===== src/rtl/mm_loop_sequencer_if.sv =====
// Index-tuple handshake between the loop sequencer and the MAC datapath.
// The sequencer drives the tuple; the datapath returns idx_ready.
interface mm_loop_sequencer_if #(
  parameter int DIM_W = 16
);
  logic             idx_valid;
  logic             idx_ready;
  logic [DIM_W-1:0] idx_i;
  logic [DIM_W-1:0] idx_j;
  logic [DIM_W-1:0] idx_k;
  logic             acc_first;
  logic             acc_last;

  modport master (
    output idx_valid,
    input  idx_ready,
    output idx_i,
    output idx_j,
    output idx_k,
    output acc_first,
    output acc_last
  );

  modport slave (
    input  idx_valid,
    output idx_ready,
    input  idx_i,
    input  idx_j,
    input  idx_k,
    input  acc_first,
    input  acc_last
  );
endinterface


===== src/rtl/mm_loop_sequencer.sv =====
// Walks the i/j/k loop nest of C = A*B, issuing one index tuple per accepted beat.
// Every output is taken straight from a flop; the next-state logic precomputes them.
module mm_loop_sequencer #(
  parameter int DATA_W  = 32,
  parameter int DIM_W   = 16,
  parameter int MAX_DIM = 256
) (
  input  logic                 clk,
  input  logic                 rst_n,
  input  logic                 start,
  input  logic                 abort,
  input  logic [DATA_W-1:0]    cfg_m,
  input  logic [DATA_W-1:0]    cfg_k,
  input  logic [DATA_W-1:0]    cfg_n,
  mm_loop_sequencer_if.master  idx,
  output logic                 busy,
  output logic                 done_pulse,
  output logic [DATA_W-1:0]    status
);

  localparam int LW = DIM_W + 1;

  typedef enum logic [1:0] {
    IDLE,
    RUN,
    DONE
  } state_t;

  state_t           state_q, state_d;
  logic [LW-1:0]    dim_m_q, dim_m_d;
  logic [LW-1:0]    dim_k_q, dim_k_d;
  logic [LW-1:0]    dim_n_q, dim_n_d;
  logic [DIM_W-1:0] cnt_i_q, cnt_i_d;
  logic [DIM_W-1:0] cnt_j_q, cnt_j_d;
  logic [DIM_W-1:0] cnt_k_q, cnt_k_d;
  logic             valid_q, valid_d;
  logic             first_q, first_d;
  logic             last_q, last_d;
  logic             busy_q, busy_d;
  logic             pulse_q, pulse_d;
  logic             st_done_q, st_done_d;
  logic             st_err_q, st_err_d;
  logic             st_abort_q, st_abort_d;

  logic             last_i, last_j, last_k;
  logic             cfg_bad;
  logic [DIM_W-1:0] k_next;

  function automatic logic dim_bad(input logic [DATA_W-1:0] d);
    return (d == '0) || (d > DATA_W'(MAX_DIM));
  endfunction

  assign cfg_bad = dim_bad(cfg_m) || dim_bad(cfg_k) || dim_bad(cfg_n);
  assign last_i  = (LW'(cnt_i_q) == dim_m_q - LW'(1));
  assign last_j  = (LW'(cnt_j_q) == dim_n_q - LW'(1));
  assign last_k  = (LW'(cnt_k_q) == dim_k_q - LW'(1));

  always_ff @(posedge clk or negedge rst_n) begin
    if (!rst_n) begin
      state_q    <= IDLE;
      dim_m_q    <= '0;
      dim_k_q    <= '0;
      dim_n_q    <= '0;
      cnt_i_q    <= '0;
      cnt_j_q    <= '0;
      cnt_k_q    <= '0;
      valid_q    <= 1'b0;
      first_q    <= 1'b0;
      last_q     <= 1'b0;
      busy_q     <= 1'b0;
      pulse_q    <= 1'b0;
      st_done_q  <= 1'b0;
      st_err_q   <= 1'b0;
      st_abort_q <= 1'b0;
    end else begin
      state_q    <= state_d;
      dim_m_q    <= dim_m_d;
      dim_k_q    <= dim_k_d;
      dim_n_q    <= dim_n_d;
      cnt_i_q    <= cnt_i_d;
      cnt_j_q    <= cnt_j_d;
      cnt_k_q    <= cnt_k_d;
      valid_q    <= valid_d;
      first_q    <= first_d;
      last_q     <= last_d;
      busy_q     <= busy_d;
      pulse_q    <= pulse_d;
      st_done_q  <= st_done_d;
      st_err_q   <= st_err_d;
      st_abort_q <= st_abort_d;
    end
  end

  always_comb begin
    state_d    = state_q;
    dim_m_d    = dim_m_q;
    dim_k_d    = dim_k_q;
    dim_n_d    = dim_n_q;
    cnt_i_d    = cnt_i_q;
    cnt_j_d    = cnt_j_q;
    cnt_k_d    = cnt_k_q;
    valid_d    = valid_q;
    first_d    = first_q;
    last_d     = last_q;
    busy_d     = busy_q;
    pulse_d    = 1'b0;
    st_done_d  = st_done_q;
    st_err_d   = st_err_q;
    st_abort_d = st_abort_q;
    k_next     = '0;

    case (state_q)
      IDLE: begin
        if (start && !abort) begin
          dim_m_d    = LW'(cfg_m);
          dim_k_d    = LW'(cfg_k);
          dim_n_d    = LW'(cfg_n);
          st_done_d  = 1'b0;
          st_err_d   = 1'b0;
          st_abort_d = 1'b0;
          if (cfg_bad) begin
            st_err_d = 1'b1;
            pulse_d  = 1'b1;
          end else begin
            state_d = RUN;
            valid_d = 1'b1;
            busy_d  = 1'b1;
            cnt_i_d = '0;
            cnt_j_d = '0;
            cnt_k_d = '0;
            first_d = 1'b1;
            last_d  = (cfg_k == DATA_W'(1));
          end
        end
      end

      RUN: begin
        if (abort) begin
          state_d    = IDLE;
          valid_d    = 1'b0;
          busy_d     = 1'b0;
          first_d    = 1'b0;
          last_d     = 1'b0;
          cnt_i_d    = '0;
          cnt_j_d    = '0;
          cnt_k_d    = '0;
          st_abort_d = 1'b1;
        end else if (valid_q && idx.idx_ready) begin
          if (last_i && last_j && last_k) begin
            state_d = DONE;
            valid_d = 1'b0;
            busy_d  = 1'b0;
            first_d = 1'b0;
            last_d  = 1'b0;
          end else begin
            // k runs fastest; the carry ripples into j, then i.
            if (last_k) begin
              k_next = '0;
              if (last_j) begin
                cnt_j_d = '0;
                cnt_i_d = cnt_i_q + DIM_W'(1);
              end else begin
                cnt_j_d = cnt_j_q + DIM_W'(1);
              end
            end else begin
              k_next = cnt_k_q + DIM_W'(1);
            end
            cnt_k_d = k_next;
            first_d = (k_next == '0);
            last_d  = (LW'(k_next) == dim_k_q - LW'(1));
          end
        end
      end

      DONE: begin
        state_d = IDLE;
        if (abort) begin
          cnt_i_d    = '0;
          cnt_j_d    = '0;
          cnt_k_d    = '0;
          st_abort_d = 1'b1;
        end else begin
          pulse_d   = 1'b1;
          st_done_d = 1'b1;
        end
      end

      default: state_d = IDLE;
    endcase
  end

  assign idx.idx_valid = valid_q;
  assign idx.idx_i     = cnt_i_q;
  assign idx.idx_j     = cnt_j_q;
  assign idx.idx_k     = cnt_k_q;
  assign idx.acc_first = first_q;
  assign idx.acc_last  = last_q;
  assign busy          = busy_q;
  assign done_pulse    = pulse_q;
  assign status        = {{(DATA_W-4){1'b0}}, st_abort_q, st_err_q, st_done_q, busy_q};

endmodule


===== src/flat_wrapper.sv =====
// flat-port wrapper written by rule: the top's interface ports become plain ports
module mm_loop_sequencer_flat 
#(
  parameter int DATA_W  = 32,
  parameter int DIM_W   = 16,
  parameter int MAX_DIM = 256
)
  (clk, rst_n, start, abort, cfg_m, cfg_k, cfg_n, busy, done_pulse, status, idx_idx_valid, idx_idx_ready, idx_idx_i, idx_idx_j, idx_idx_k, idx_acc_first, idx_acc_last);
  mm_loop_sequencer_if #(.DIM_W(DIM_W)) idx_i ();
  input  logic clk;
  input  logic rst_n;
  input  logic start;
  input  logic abort;
  input  logic [DATA_W-1:0] cfg_m;
  input  logic [DATA_W-1:0] cfg_k;
  input  logic [DATA_W-1:0] cfg_n;
  output logic busy;
  output logic done_pulse;
  output logic [DATA_W-1:0] status;
  output wire logic [$bits(idx_i.idx_valid)-1:0] idx_idx_valid;
  input wire logic [$bits(idx_i.idx_ready)-1:0] idx_idx_ready;
  output wire logic [$bits(idx_i.idx_i)-1:0] idx_idx_i;
  output wire logic [$bits(idx_i.idx_j)-1:0] idx_idx_j;
  output wire logic [$bits(idx_i.idx_k)-1:0] idx_idx_k;
  output wire logic [$bits(idx_i.acc_first)-1:0] idx_acc_first;
  output wire logic [$bits(idx_i.acc_last)-1:0] idx_acc_last;
  assign idx_idx_valid = idx_i.idx_valid;
  assign idx_i.idx_ready = idx_idx_ready;
  assign idx_idx_i = idx_i.idx_i;
  assign idx_idx_j = idx_i.idx_j;
  assign idx_idx_k = idx_i.idx_k;
  assign idx_acc_first = idx_i.acc_first;
  assign idx_acc_last = idx_i.acc_last;
  mm_loop_sequencer #(.DATA_W(DATA_W), .DIM_W(DIM_W), .MAX_DIM(MAX_DIM)) u_core (.clk(clk), .rst_n(rst_n), .start(start), .abort(abort), .cfg_m(cfg_m), .cfg_k(cfg_k), .cfg_n(cfg_n), .idx(idx_i), .busy(busy), .done_pulse(done_pulse), .status(status));
endmodule

===== config.mk =====
export PLATFORM = sky130hd
export DESIGN_NAME = mm_loop_sequencer_flat
export DESIGN_NICKNAME = d
export VERILOG_FILES = /design/src/rtl/mm_loop_sequencer_if.sv /design/src/rtl/mm_loop_sequencer.sv /design/src/flat_wrapper.sv
export SDC_FILE = /design/constraint.sdc
export NUM_CORES = 1
export LEC_CHECK = 0
export CAP_MARGIN = 20
export CORE_ASPECT_RATIO = 1.2
export CORE_MARGIN = 3
export CORE_UTILIZATION = 52
export CTS_CLUSTER_DIAMETER = 120
export DETAILED_ROUTE_END_ITERATION = 7
export HOLD_SLACK_MARGIN = 0.12
export PLACE_DENSITY = 0.84
export SLEW_MARGIN = 20
export SYNTH_ARGS = -nofsm -noshare
export SYNTH_HDL_FRONTEND = slang
export SYNTH_SLANG_ARGS = --single-unit

===== constraint.sdc =====
create_clock -name clk -period 5.1 [get_ports clk]
set_input_delay 1.02 -clock clk [delete_from_list [all_inputs] [get_ports clk]]
set_output_delay 1.02 -clock clk [all_outputs]
set_load 0.05 [all_outputs]

After elaboration in Yosys (flattened, before gate mapping). Cells that the tools add are included.

Memories: 0. Output and inout bits: 85. ROM bits: 0. Word-level logic and storage cells: 124. Bits in latches: 0. Register bits: 108. Memory bits (writable): 0. Input bits: 101.

Reductions and logical operators: 29. Div/mod/pow operators: 0. Order comparisons: 3. $mul: 0. Bitwise gates (word level): 0. Equality and inequality tests: 17. Mux-type cells: 55. $add $sub $neg: 6. Shift-type cells: 0.

Operator list (count): $mux W16 (21); $pmux W16 S3 (3); $gt A32 B9 Y1 const B (3); $logic_not A32 Y1 (3); $eq A16 B17 Y1 (4); $sub A17 B1 Y17 const B (3); $add A16 B1 Y16 const B (3); $eq A32 B1 Y1 const B (1); $mux W1 (19); $logic_not A16 Y1 (1); $ne A3 B2 Y1 const B (4); $pmux W1 S2 (6); $mux W2 (5); $reduce_and A4 Y1 (2); $reduce_and A8 Y1 (1); $reduce_and A7 Y1 (1); $ne A2 B2 Y1 const B (3); $reduce_and A3 Y1 (2); $reduce_and A6 Y1 (1); $reduce_bool A2 Y1 (3); $logic_or A1 B1 Y1 (5); $reduce_and A5 Y1 (1); $logic_and A1 B1 Y1 (4); $ne A2 B1 Y1 const B (2); other kinds (9) (9).

Logic depth before layout (Yosys ltp). Gate-level depths: netlist (run 1).

Depth after elaboration: 13. Mapped depth: 15. Gate-level depth less buffers: 11.

Worst setup path before layout (run 1). No wires, ideal clock.

Path type: register to register. Start point: register u_core.dim_k_q[0]. End point: register u_core.cnt_k_q[10] (netlist: u_core.idx.idx_k[10]). Buffers on the path: 4. Data required time: 4.975 ns. Path slack: 1.231 ns. Setup time: 0.125 ns. Stages on the path, launching flop included: 16. Data arrival time: 3.744 ns. Clock period less this slack: 3.869 ns. Cells stage by stage: dfrtp_1 -> inv_1 -> ha_1 -> or3b_2 -> or4_1 -> buf_2 -> nor3_1 -> xnor2_1 -> and4_1 -> clkbuf_1 -> nand2_2 -> or4b_4 -> buf_6 -> nand2_4 -> buf_12 -> mux2_4.

Longest elaborated chain between the ends: 11. Elaborated cells on any way between the ends: 14. Classes of those cells: add/sub (1); eq/ne (2); mux (9); reduce/logical (2).

RTL lines: start: declaration (line mm_loop_sequencer.sv:31) `logic [LW-1:0] dim_k_q, dim_k_d;`; start signal: assignment (line mm_loop_sequencer.sv:78) `dim_k_q <= dim_k_d;`; $sub A17 B1 Y17 (*) (line mm_loop_sequencer.sv:56) `assign last_k = (LW'(cnt_k_q) == dim_k_q - LW'(1));`; $eq A16 B17 Y1 (*) (line mm_loop_sequencer.sv:56); $mux W16 (line mm_loop_sequencer.sv:157) `if (last_k) begin`; $mux W16 (line mm_loop_sequencer.sv:149) `if (last_i && last_j && last_k) begin`; $mux W16 (line mm_loop_sequencer.sv:148) `end else if (valid_q && idx.idx_ready) begin`; $mux W16 (line mm_loop_sequencer.sv:138) `if (abort) begin`; $mux W16 (line mm_loop_sequencer.sv:112) `case (state_q)`; $mux W16 (line mm_loop_sequencer.sv:149); $mux W16 (line mm_loop_sequencer.sv:148); $mux W16 (line mm_loop_sequencer.sv:138); $pmux W16 S3 (line mm_loop_sequencer.sv:112); end signal: assignment (line mm_loop_sequencer.sv:82) `cnt_k_q <= cnt_k_d;`; end: declaration (line mm_loop_sequencer.sv:35) `logic [DIM_W-1:0] cnt_k_q, cnt_k_d;`.

Mark *: on every way between the ends. The rest lies on a longest branch, timed or not. The select of a mux whose other input is x is not followed. A chain may end at the register's enable or synchronous reset.

Worst setup path after layout (run 1).
Start point: register u_core.dim_k_q[0]. End point: register u_core.cnt_k_q[6] (netlist: u_core.idx.idx_k[6]).

The elaborated chain is that of the path after synthesis.

==> results of run 1 <==
[worst paths after layout]
check / to / slack (ps) / depth (start not counted)
worst min register to register: u_core.st_err_q / 490 / 2
min in group asynchronous: u_core.idx.idx_k[7] / 700 / 1
worst max-delay path: u_core.idx.idx_k[6] / 810 / 11
worst min-delay path: u_core.st_err_q / 490 / 2
worst max register to register: u_core.idx.idx_k[6] / 810 / 11
max in group asynchronous: u_core.dim_k_q[5] / 3500 / 2
[state kept, by name, summed over array words and instances (netlist names), 2 cells and up]
name	flops
u_core.dim_m_q	17
u_core.dim_k_q	17
u_core.idx.idx_i	16
u_core.dim_n_q	17
u_core.idx.idx_k	16
u_core.state_q	2
u_core.idx.idx_j	16
[layout make-up]
type | instances | area [µm²]
multi-input cells | 726 | 5060
inverters | 33 | 124
flip-flops and latches | 108 | 2700
repair buffers | 163 | 1620
fillers | 1249 | 5230
clock buffers | 13 | 260
clock inverters | 3 | 21.3
well taps | 204 | 255
[kinds of logic after synthesis]
| family | synth area share (%) |
|---|---|
| other | 0.0454 |
| XOR/XNOR | 9.04 |
| AO/OA/AOI/OAI | 13.4 |
| flip-flops | 32.7 |
| AND/OR/NAND/NOR | 25.7 |
| multiplexers | 10.1 |
| adder cells (fa/ha/maj) | 1.67 |
| buffers and inverters | 7.39 |
[power by group]
part	total [W]	switching [W]	internal [W]
logic	0.000520	0.000265	0.000255
clock network	0.000681	0.000322	0.000359
registers	0.00103	0.000114	0.000917
total	0.00223	0.000701	0.00153
[synth_stat cells, drive strengths merged, types with 4 or more instances]
library cell  count
nand4b           10
xor2             31
mux2i             8
or4              18
nand3            44
nor3b             5
o31ai             4
nor4             45
a31o              8
clkbuf           31
xnor2            49
dfrtp           108
nand2b            9
ha               11
nor2b            10
nor2             54
o211ai           10
nand4            28
a31oi             9
a21o              4
mux2             64
a22o              7
and2              6
or3              16
a21oi            36
and3             19
nor3             34
o21ai            31
inv              33
nand2            58
a211o             7
and4              5
nand3b            4
buf              49
[worst max-delay path: cells and delay by family, from the launching register on]
kind,cells,cell delay [ps]
XOR/XNOR,1,210
AND/OR/NAND/NOR,6,2620
AO/OA/AOI/OAI,1,140
flip-flops,1,480
adder cells (fa/ha/maj),1,240
multiplexers,1,360
buffers and inverters,1,110
[layer usage]
metal | track usage [%] | vias to the layer above
met1 | 31.4 | 3720
met4 | 10.3 | 0
met3 | 3.95 | 59
met2 | 45.8 | 289
li1 | - | 3612
met5 | 0 | -
[cells in the final DEF (no fill, tap or decap), drive strengths merged, types with 4 or more instances in the layout]
cell and count:
or4 18, clkdlybuf4s50 156, dfrtp 108, o31ai 4, nand2 58, nor3b 5
mux2i 8, ha 11, and3 19, and4 5, nor2b 10, a31oi 9
nor4 45, clkbuf 13, buf 7, a21oi 36, conb 28, nor2 54
nand3b 4, inv 33, nand3 44, or3 16, xnor2 49, nand4b 10
o211ai 10, a211o 7, and2 6, nand4 28, a22o 7, a31o 8
mux2 64, o21ai 31, a21o 4, nand2b 9, xor2 31, nor3 34
[stage by stage]
stage	instance area (µm²)	power (W)	worst slack, ps
6_report	10000	0.00223	806
5_1_grt	10000	0.00234	592
4_1_cts	10000	0.00224	841
3_5_place_dp	9750	0.00156	683
3_3_place_gp	9750	0.00155	734
2_1_floorplan	8360	0.00140	1230
==> impl_metrics.json, run 1 <==
{
  "wirelength_mm": 23.0,
  "synth_top_area_cell": "dfrtp_1",
  "crit_slowest_cell": "or4b_4",
  "initial_utilization_pct": 54.1,
  "antenna_cells": 0,
  "grt.total_usage_pct": 25.8,
  "r2r_start": "u_core.dim_k_q[0]",
  "row_count": 49,
  "dp_hpwl_mm": 17.4,
  "ys_async_sr_fraction_pct": 100,
  "yosysWarnings": 0,
  "leakagePower_nw": 3.95,
  "ys_ff_latch": 108,
  "syn_area_mm2": 0.00826,
  "routed.top_layer": "met4",
  "ctsHoldBuffers": 0,
  "hp-start": "u_core.st_err_q",
  "p_per_area_mw_per_mm2": 222,
  "wl_per_cell_um": 18.4,
  "hold_class": "reg -> reg",
  "portBuffers": 157,
  "report.final.slew_viol_count": 0,
  "yosys.area.top_type_share_pct": 32.7,
  "status": "complete, no violations",
  "nets": 1153,
  "antenna_found_initial": 0,
  "ioPinCount": 186,
  "clk_latency_ps": 360,
  "place_congestion": 0.974,
  "dr_wl_met2_mm": 11.8,
  "clk_pin_slew_worst_paths_ps": 70,
  "wl_met3_mm": 1.33,
  "initialDrtViolationCount": 533,
  "fin_tns_setup_ps": 0,
  "start_kind": "flip-flop",
  "fmax_mhz": 233,
  "path_class": "reg -> reg",
  "critPathArrivalTime_ps": 4540,
  "vias": 7680,
  "ys_dominant_reg_cell": "dfrtp_1",
  "met1_length_mm": 9.15,
  "synthDistinctLibCells": 82,
  "ir_worst_vdd_mv": 0.206,
  "core_mm2": 0.0153,
  "netlist_instances": 920,
  "synthToLayoutAreaGrowth_pct": 21.5,
  "drt-pass1-iter-count": 5,
  "maxCapViolations": 0,
  "hold-worst-slack_ps": 494,
  "cts_setup_buffers": 0,
  "final_core_util_pct": 65.8,
  "drive_gt1_share_pct": 11.1,
  "yosys-top-cells-area": "dfrtp_1 (33%), mux2_2 (7.6%), xnor2_1 (5.2%), xor2_1 (3.3%), nor4_1 (3.3%)",
  "grt_start_max_net_pins": 85,
  "hold_violations": 0,
  "cp.required_ps": 5350,
  "synth-edff-count": 0,
  "crit_fanout": 12,
  "grt_pass1_vias": 7246,
  "h-tree-depth": 3,
  "cts_tree": "done",
  "numClockSinks": 108,
  "cts_buffers": 9,
  "instances_no_fill": 1250,
  "vias_per_cell": 6.14,
  "min_period_ps": 4290,
  "worstMarginPinSlew_ps": 963,
  "setup_viol": 0,
  "cts-root-buf": "clkbuf_16",
  "cp_cell_sequence": "inv_1 > ha_1 > or3b_2 > or4_1 > xor2_1 > o211ai_2 > nor4_4 > nand2_2 > or4b_4 > nand2_4 > mux2_2",
  "dieWidth_um": 121,
  "skew_ps": 10.2,
  "postCtsResizedCells": 0,
  "grt_pass1_wl_mm": 36.2,
  "clk_path_buf_depth": 2,
  "dieArea_mm2": 0.0174,
  "crit_start": "u_core.dim_k_q[0]",
  "syn_area_per_cell_um2": 8.98,
  "finalCritPeriodShare_pct": 84.2,
  "max_stage_delay_ps": 640,
  "postRouteAntennaNets": 0,
  "fp.dieH_um": 144,
  "grt_remaining_overflow": 0,
  "endpoint_kind": "flip-flop",
  "ys_seq_area_share_pct": 32.7,
  "dp.cells": 1234,
  "drc": 0,
  "slew_headroom_pct": 35.2,
  "rsz0062_at_grt": "no"
}
Note: power is estimated with default switching activity, not from simulation.
==> inputs of run 2 (changes only) <==
- clock period: 5.1 -> 4.41 ns (I/O delays scaled with it)
==> run 2 against run 1 <==
Non-clock buffer count rose by 11. Via count rose by 1.1%. Largest power group unchanged. Sequential power rose by 15%. Setup slack got worse by 500 ps. Cell area rose by 0.97%. Critical endpoint unchanged. Die area did not move. Highest routed layer unchanged. Sequential share of layout area fell by 0.26 points. Total power rose by 19%.
==> impl_metrics.json, run 2 (synthesis results as in run 1) <==
{
  "status": "complete, no violations",
  "wl_per_cell_um": 19.0,
  "dp.cells": 1245,
  "nFillCells": 1247,
  "postRouteAntennaNets": 0,
  "r2r_cells": 11,
  "cts_setup_buffers": 0,
  "hold_class": "reg -> reg",
  "path_class": "reg -> reg",
  "hold_violations": 0,
  "core_mm2": 0.0153,
  "worstMarginPinSlew_ps": 825,
  "ctsHoldBuffers": 0,
  "h-tree-depth": 3,
  "clk_path_buf_depth": 2,
  "start_kind": "flip-flop",
  "holdPathEnd": "u_core.st_err_q",
  "fp.dieH_um": 144,
  "setup_viol": 0,
  "min_period_ps": 4100,
  "initial_utilization_pct": 54.1,
  "drt-pass1-iter-count": 5,
  "multi_input_area_mm2": 0.00506,
  "slew_headroom_pct": 44.9,
  "final_cell_mix": "clkdlybuf4s50_1 (156), dfrtp_1 (108), mux2_2 (56)",
  "ir_worst_vdd_mv": 0.235,
  "maxCapViolations": 0,
  "r2r_start": "u_core.dim_k_q[0]",
  "leakagePower_nw": 4.01,
  "dieArea_mm2": 0.0174,
  "final_core_util_pct": 66.4,
  "clk_pin_slew_worst_paths_ps": 70,
  "grt_pass1_vias": 7394,
  "regToRegSetupSlack_ps": 310,
  "fin_tns_setup_ps": 0,
  "clk_latency_ps": 360,
  "row_count": 49,
  "crit_fanout": 12,
  "numClockSinks": 108,
  "hold_depth": 2,
  "ioPinCount": 186,
  "drc": 0,
  "regArea_mm2": 0.00270,
  "dieWidth_um": 121,
  "grt_remaining_overflow": 0,
  "rsz0062_at_grt": "no",
  "synthToLayoutAreaGrowth_pct": 22.7,
  "grt_pass1_wl_mm": 37.6,
  "antenna_found_initial": 0,
  "initialDrtViolationCount": 596,
  "p_per_area_mw_per_mm2": 263,
  "grt.total_usage_pct": 27.2,
  "drive_gt1_share_pct": 12.1,
  "final_common_cell": "clkdlybuf4s50_1",
  "portBuffers": 157,
  "place_congestion": 0.967,
  "cts_tree": "done",
  "dp_hpwl_mm": 18.3,
  "finalCritPeriodShare_pct": 93.0,
  "grt_start_max_net_pins": 60,
  "endpoint_kind": "flip-flop",
  "skew_ps": 10.2,
  "vias_per_cell": 6.16,
  "cp.required_ps": 4660,
  "top_regs": "u_core.dim_k_q x17, u_core.dim_m_q x17, u_core.dim_n_q x17",
  "critPathArrivalTime_ps": 4350,
  "nets": 1164,
  "hp-start": "u_core.st_err_q",
  "vias": 7763,
  "postCtsResizedCells": 0,
  "cts-root-buf": "clkbuf_16",
  "worstReg2RegEnd": "u_core.idx.idx_k[6]",
  "antenna_cells": 0,
  "fmax_mhz": 244,
  "cts_buffers": 9,
  "instances_no_fill": 1261,
  "report.final.slew_viol_count": 0,
  "wirelength_mm": 24.0
}
run 2: changes by cell type in the layout (fill, tap and decap cells not counted), sizes merged:
| cell | previous run | this run |
|---|---|---|
| clkinvlp | 1 | 2 |
| inv | 33 | 35 |
| clkbuf | 13 | 10 |
| bufinv | 0 | 1 |
| buf | 7 | 18 |
| clkinv | 2 | 1 |
run 2: how the worst max path moves through the flow:
| stage | startpoint | to | slack, ps | depth (start not counted) |
|---|---|---|---|---|
| 2_1_floorplan | u_core.dim_k_q[0] | u_core.idx.idx_k[10] | 540 | 15 |
| 3_3_place_gp | u_core.dim_k_q[0] | u_core.idx.idx_k[6] | 430 | 11 |
| 3_5_place_dp | u_core.dim_m_q[0] | u_core.idx.idx_k[6] | 340 | 11 |
| 4_1_cts | u_core.dim_m_q[0] | u_core.idx.idx_k[6] | 330 | 11 |
| 5_1_grt | u_core.dim_n_q[0] | u_core.idx.idx_j[15] | 10 | 11 |
| 6_report | u_core.dim_k_q[0] | u_core.idx.idx_k[6] | 310 | 11 |
run 2: power breakdown:
group / internal, W / switching (W) / leakage [nW]
logic: 0.000304 / 0.000333 / 2.48
clock network: 0.000447 / 0.000406 / 0.140
registers: 0.00106 / 0.000117 / 1.39
run 2: final cells by class:
class / count / area share (%)
clock buffers: 10 / 2.26
clock inverters: 6 / 0.704
inverters: 33 / 1.22
multi-input cells: 726 / 49.9
flip-flops and latches: 108 / 26.7
well taps: 204 / 2.52
repair buffers: 174 / 16.7
run 2: critical path, cell delays in order, from the launching register on:
cell and delay [ps]:
dfrtp_1 450, inv_1 110, ha_1 230, or3b_2 510
or4_1 520, nor3_1 240, xnor2_1 210, and4_1 390
nand2_2 90, or4b_4 620, nand2_4 240, mux2_2 360
run 2: metal layers:
layer  track usage (%)  routed length, µm
met1              33.0               9410
met5                 0                  0
met2              47.5              12200
met3              3.29               1300
met4              13.8               1050
run 2: metrics by stage:
stage	hold WS (ps)	setup slack [ps]	instance area (µm²)	power (W)
floorplan	448	541	8360	0.00161
global placement	463	429	9840	0.00181
detailed placement	487	343	9840	0.00182
CTS	506	333	10100	0.00267
global route	538	13.2	10100	0.00278
finish	497	311	10100	0.00267
==> inputs of run 3 (changes only) <==
- CORE_UTILIZATION: 52 -> 55
- PLACE_DENSITY: 0.84 -> 0.88
- SKIP_LAST_GASP: unset -> 1
- clock period: 4.41 -> 4.97 ns (I/O delays scaled with it)
==> run 3 against run 2 <==
Total power decreased by 13%. Combinational power is 16% lower. Setup slack improved by 330 ps. Wire length down 3.2%. Via count shrank 0.15%. Critical path depth rose by 1. Maximum frequency decreased by 5.3%. Critical path type unchanged.
==> impl_metrics.json, run 3 (synthesis results as in run 1) <==
{
  "status": "complete, no violations",
  "path_class": "reg -> reg",
  "fp.dieH_um": 140,
  "slew_headroom_pct": 36.2,
  "row_count": 48,
  "fin_tns_setup_ps": 0,
  "cts_buffers": 9,
  "cts_setup_buffers": 0,
  "initialDrtViolationCount": 533,
  "layout_setup_ws_ps": 641,
  "ioPinCount": 186,
  "vias": 7751,
  "worstMarginPinSlew_ps": 958,
  "switchingPower_w": 0.000736,
  "start_kind": "flip-flop",
  "p_per_area_mw_per_mm2": 232,
  "rsz0062_at_grt": "no",
  "grt_remaining_overflow": 0,
  "hold_violations": 0,
  "clk_path_buf_depth": 2,
  "clk_pin_slew_worst_paths_ps": 80,
  "worstReg2RegEnd": "u_core.idx.idx_i[3]",
  "final_common_cell": "clkdlybuf4s50_1",
  "h-tree-depth": 3,
  "p_seq_share_pct": 45.4,
  "drt-pass1-iter-count": 5,
  "dp_slack_ps": 623,
  "grt_pass1_vias": 7391,
  "wirelength_mm": 23.2,
  "portBuffers": 157,
  "numClockSinks": 108,
  "setup_viol": 0,
  "skew_ps": 8.09,
  "dieWidth_um": 118,
  "maxCapViolations": 0,
  "postLayoutCellArea_mm2": 0.0101,
  "endpoint_kind": "flip-flop",
  "hold-worst-slack_ps": 483,
  "grt_start_max_net_pins": 75,
  "holdPathEnd": "u_core.st_err_q",
  "ir_worst_vdd_mv": 0.243,
  "hold_depth": 2,
  "cts-root-buf": "clkbuf_16",
  "core_mm2": 0.0145,
  "place_congestion": 0.948,
  "r2r_start": "u_core.dim_k_q[0]",
  "leakagePower_nw": 3.97,
  "report.final.slew_viol_count": 0,
  "initial_utilization_pct": 56.9,
  "final_cell_mix": "clkdlybuf4s50_1 (156), dfrtp_1 (108), mux2_2 (56)",
  "clk_latency_ps": 360,
  "postCtsResizedCells": 0,
  "drc": 0,
  "final_core_util_pct": 69.3,
  "crit_fanout": 34,
  "nFillCells": 1202,
  "dieArea_mm2": 0.0165,
  "hold_class": "reg -> reg",
  "antenna_cells": 0,
  "wl_per_cell_um": 18.6,
  "antenna_found_initial": 0,
  "pwr-share-clk_pct": 31.6,
  "ctsHoldBuffers": 0,
  "min_period_ps": 4330,
  "top_regs": "u_core.dim_k_q x17, u_core.dim_m_q x17, u_core.dim_n_q x17",
  "cp.required_ps": 5210,
  "synthToLayoutAreaGrowth_pct": 21.9,
  "cts_tree": "done",
  "finalCritPeriodShare_pct": 87.1,
  "vias_per_cell": 6.21,
  "hp-start": "u_core.st_err_q",
  "r2r_cells": 12,
  "placed_cell_area_mm2": 0.00978,
  "postRouteAntennaNets": 0,
  "fmax_mhz": 231,
  "critPathArrivalTime_ps": 4570,
  "drive_gt1_share_pct": 11.5,
  "swShare_pct": 31.6,
  "grt_pass1_wl_mm": 36.9,
  "nets": 1155,
  "grt.total_usage_pct": 27.2,
  "combPwrFrac_pct": 23.0,
  "dp_hpwl_mm": 17.7,
  "p_int_w": 0.00160,
  "regToRegSetupSlack_ps": 640
}
run 3: cell count changes in the layout (fill, tap and decap cells not counted), sizes merged:
cell      before  now
buf           18    9
clkbuf        10    9
clkinv         1    3
clkinvlp       2    1
run 3: final cells by class:
| type | count | area [µm²] | area share, % |
|---|---|---|---|
| clock buffers | 9 | 225 | 2.24 |
| clock inverters | 7 | 73.8 | 0.733 |
| inverters | 33 | 124 | 1.23 |
| multi-input cells | 726 | 5060 | 50.2 |
| flip-flops and latches | 108 | 2700 | 26.8 |
| well taps | 200 | 250 | 2.48 |
| repair buffers | 165 | 1640 | 16.3 |
run 3: layer usage:
layer / global-route usage [%] / vias up / wire length [µm]
met5: 0 / - / 0
met4: 11.4 / 0 / 812
met3: 3.31 / 58 / 1240
met2: 49.3 / 313 / 12100
met1: 32.6 / 3758 / 9080
li1: - / 3622 / -
run 3: stage by stage:
stage               std cells  power, W
finish                   1248   0.00233
global placement         1232   0.00159
floorplan                 947   0.00143
CTS                      1248   0.00233
global route             1248   0.00243
detailed placement       1232   0.00160
run 3: worst max-delay path by stage:
stage | end | cells past startpoint | startpoint | slack, ps
floorplan | u_core.idx.idx_k[10] | 15 | u_core.dim_k_q[0] | 1100
finish | u_core.idx.idx_i[3] | 12 | u_core.dim_k_q[0] | 640
global route | u_core.idx.idx_i[3] | 12 | u_core.dim_k_q[0] | 480
detailed placement | u_core.idx.idx_i[3] | 12 | cfg_k[5] | 620
global placement | u_core.idx.idx_i[3] | 12 | cfg_k[5] | 710
CTS | u_core.idx.idx_i[3] | 12 | u_core.dim_k_q[0] | 710
run 3: worst max-delay path, cell delays in order, from the launching register on:
cell,delay (ps)
dfrtp_1,480
inv_1,120
ha_1,240
or3b_2,500
or4_1,520
xor2_1,210
o211ai_2,130
or4_1,620
nor2_1,350
a41o_1,490
buf_12,240
a21oi_1,100
a31o_2,220
run 3: power groups by stage:
stage               Combinational (W)  Sequential (W)  Clock (W)
finish                       0.000536         0.00106   0.000737
global route                 0.000584         0.00107   0.000781
CTS                          0.000534         0.00106   0.000743
detailed placement           0.000529         0.00107          0
global placement             0.000520         0.00107          0
floorplan                    0.000418         0.00101          0
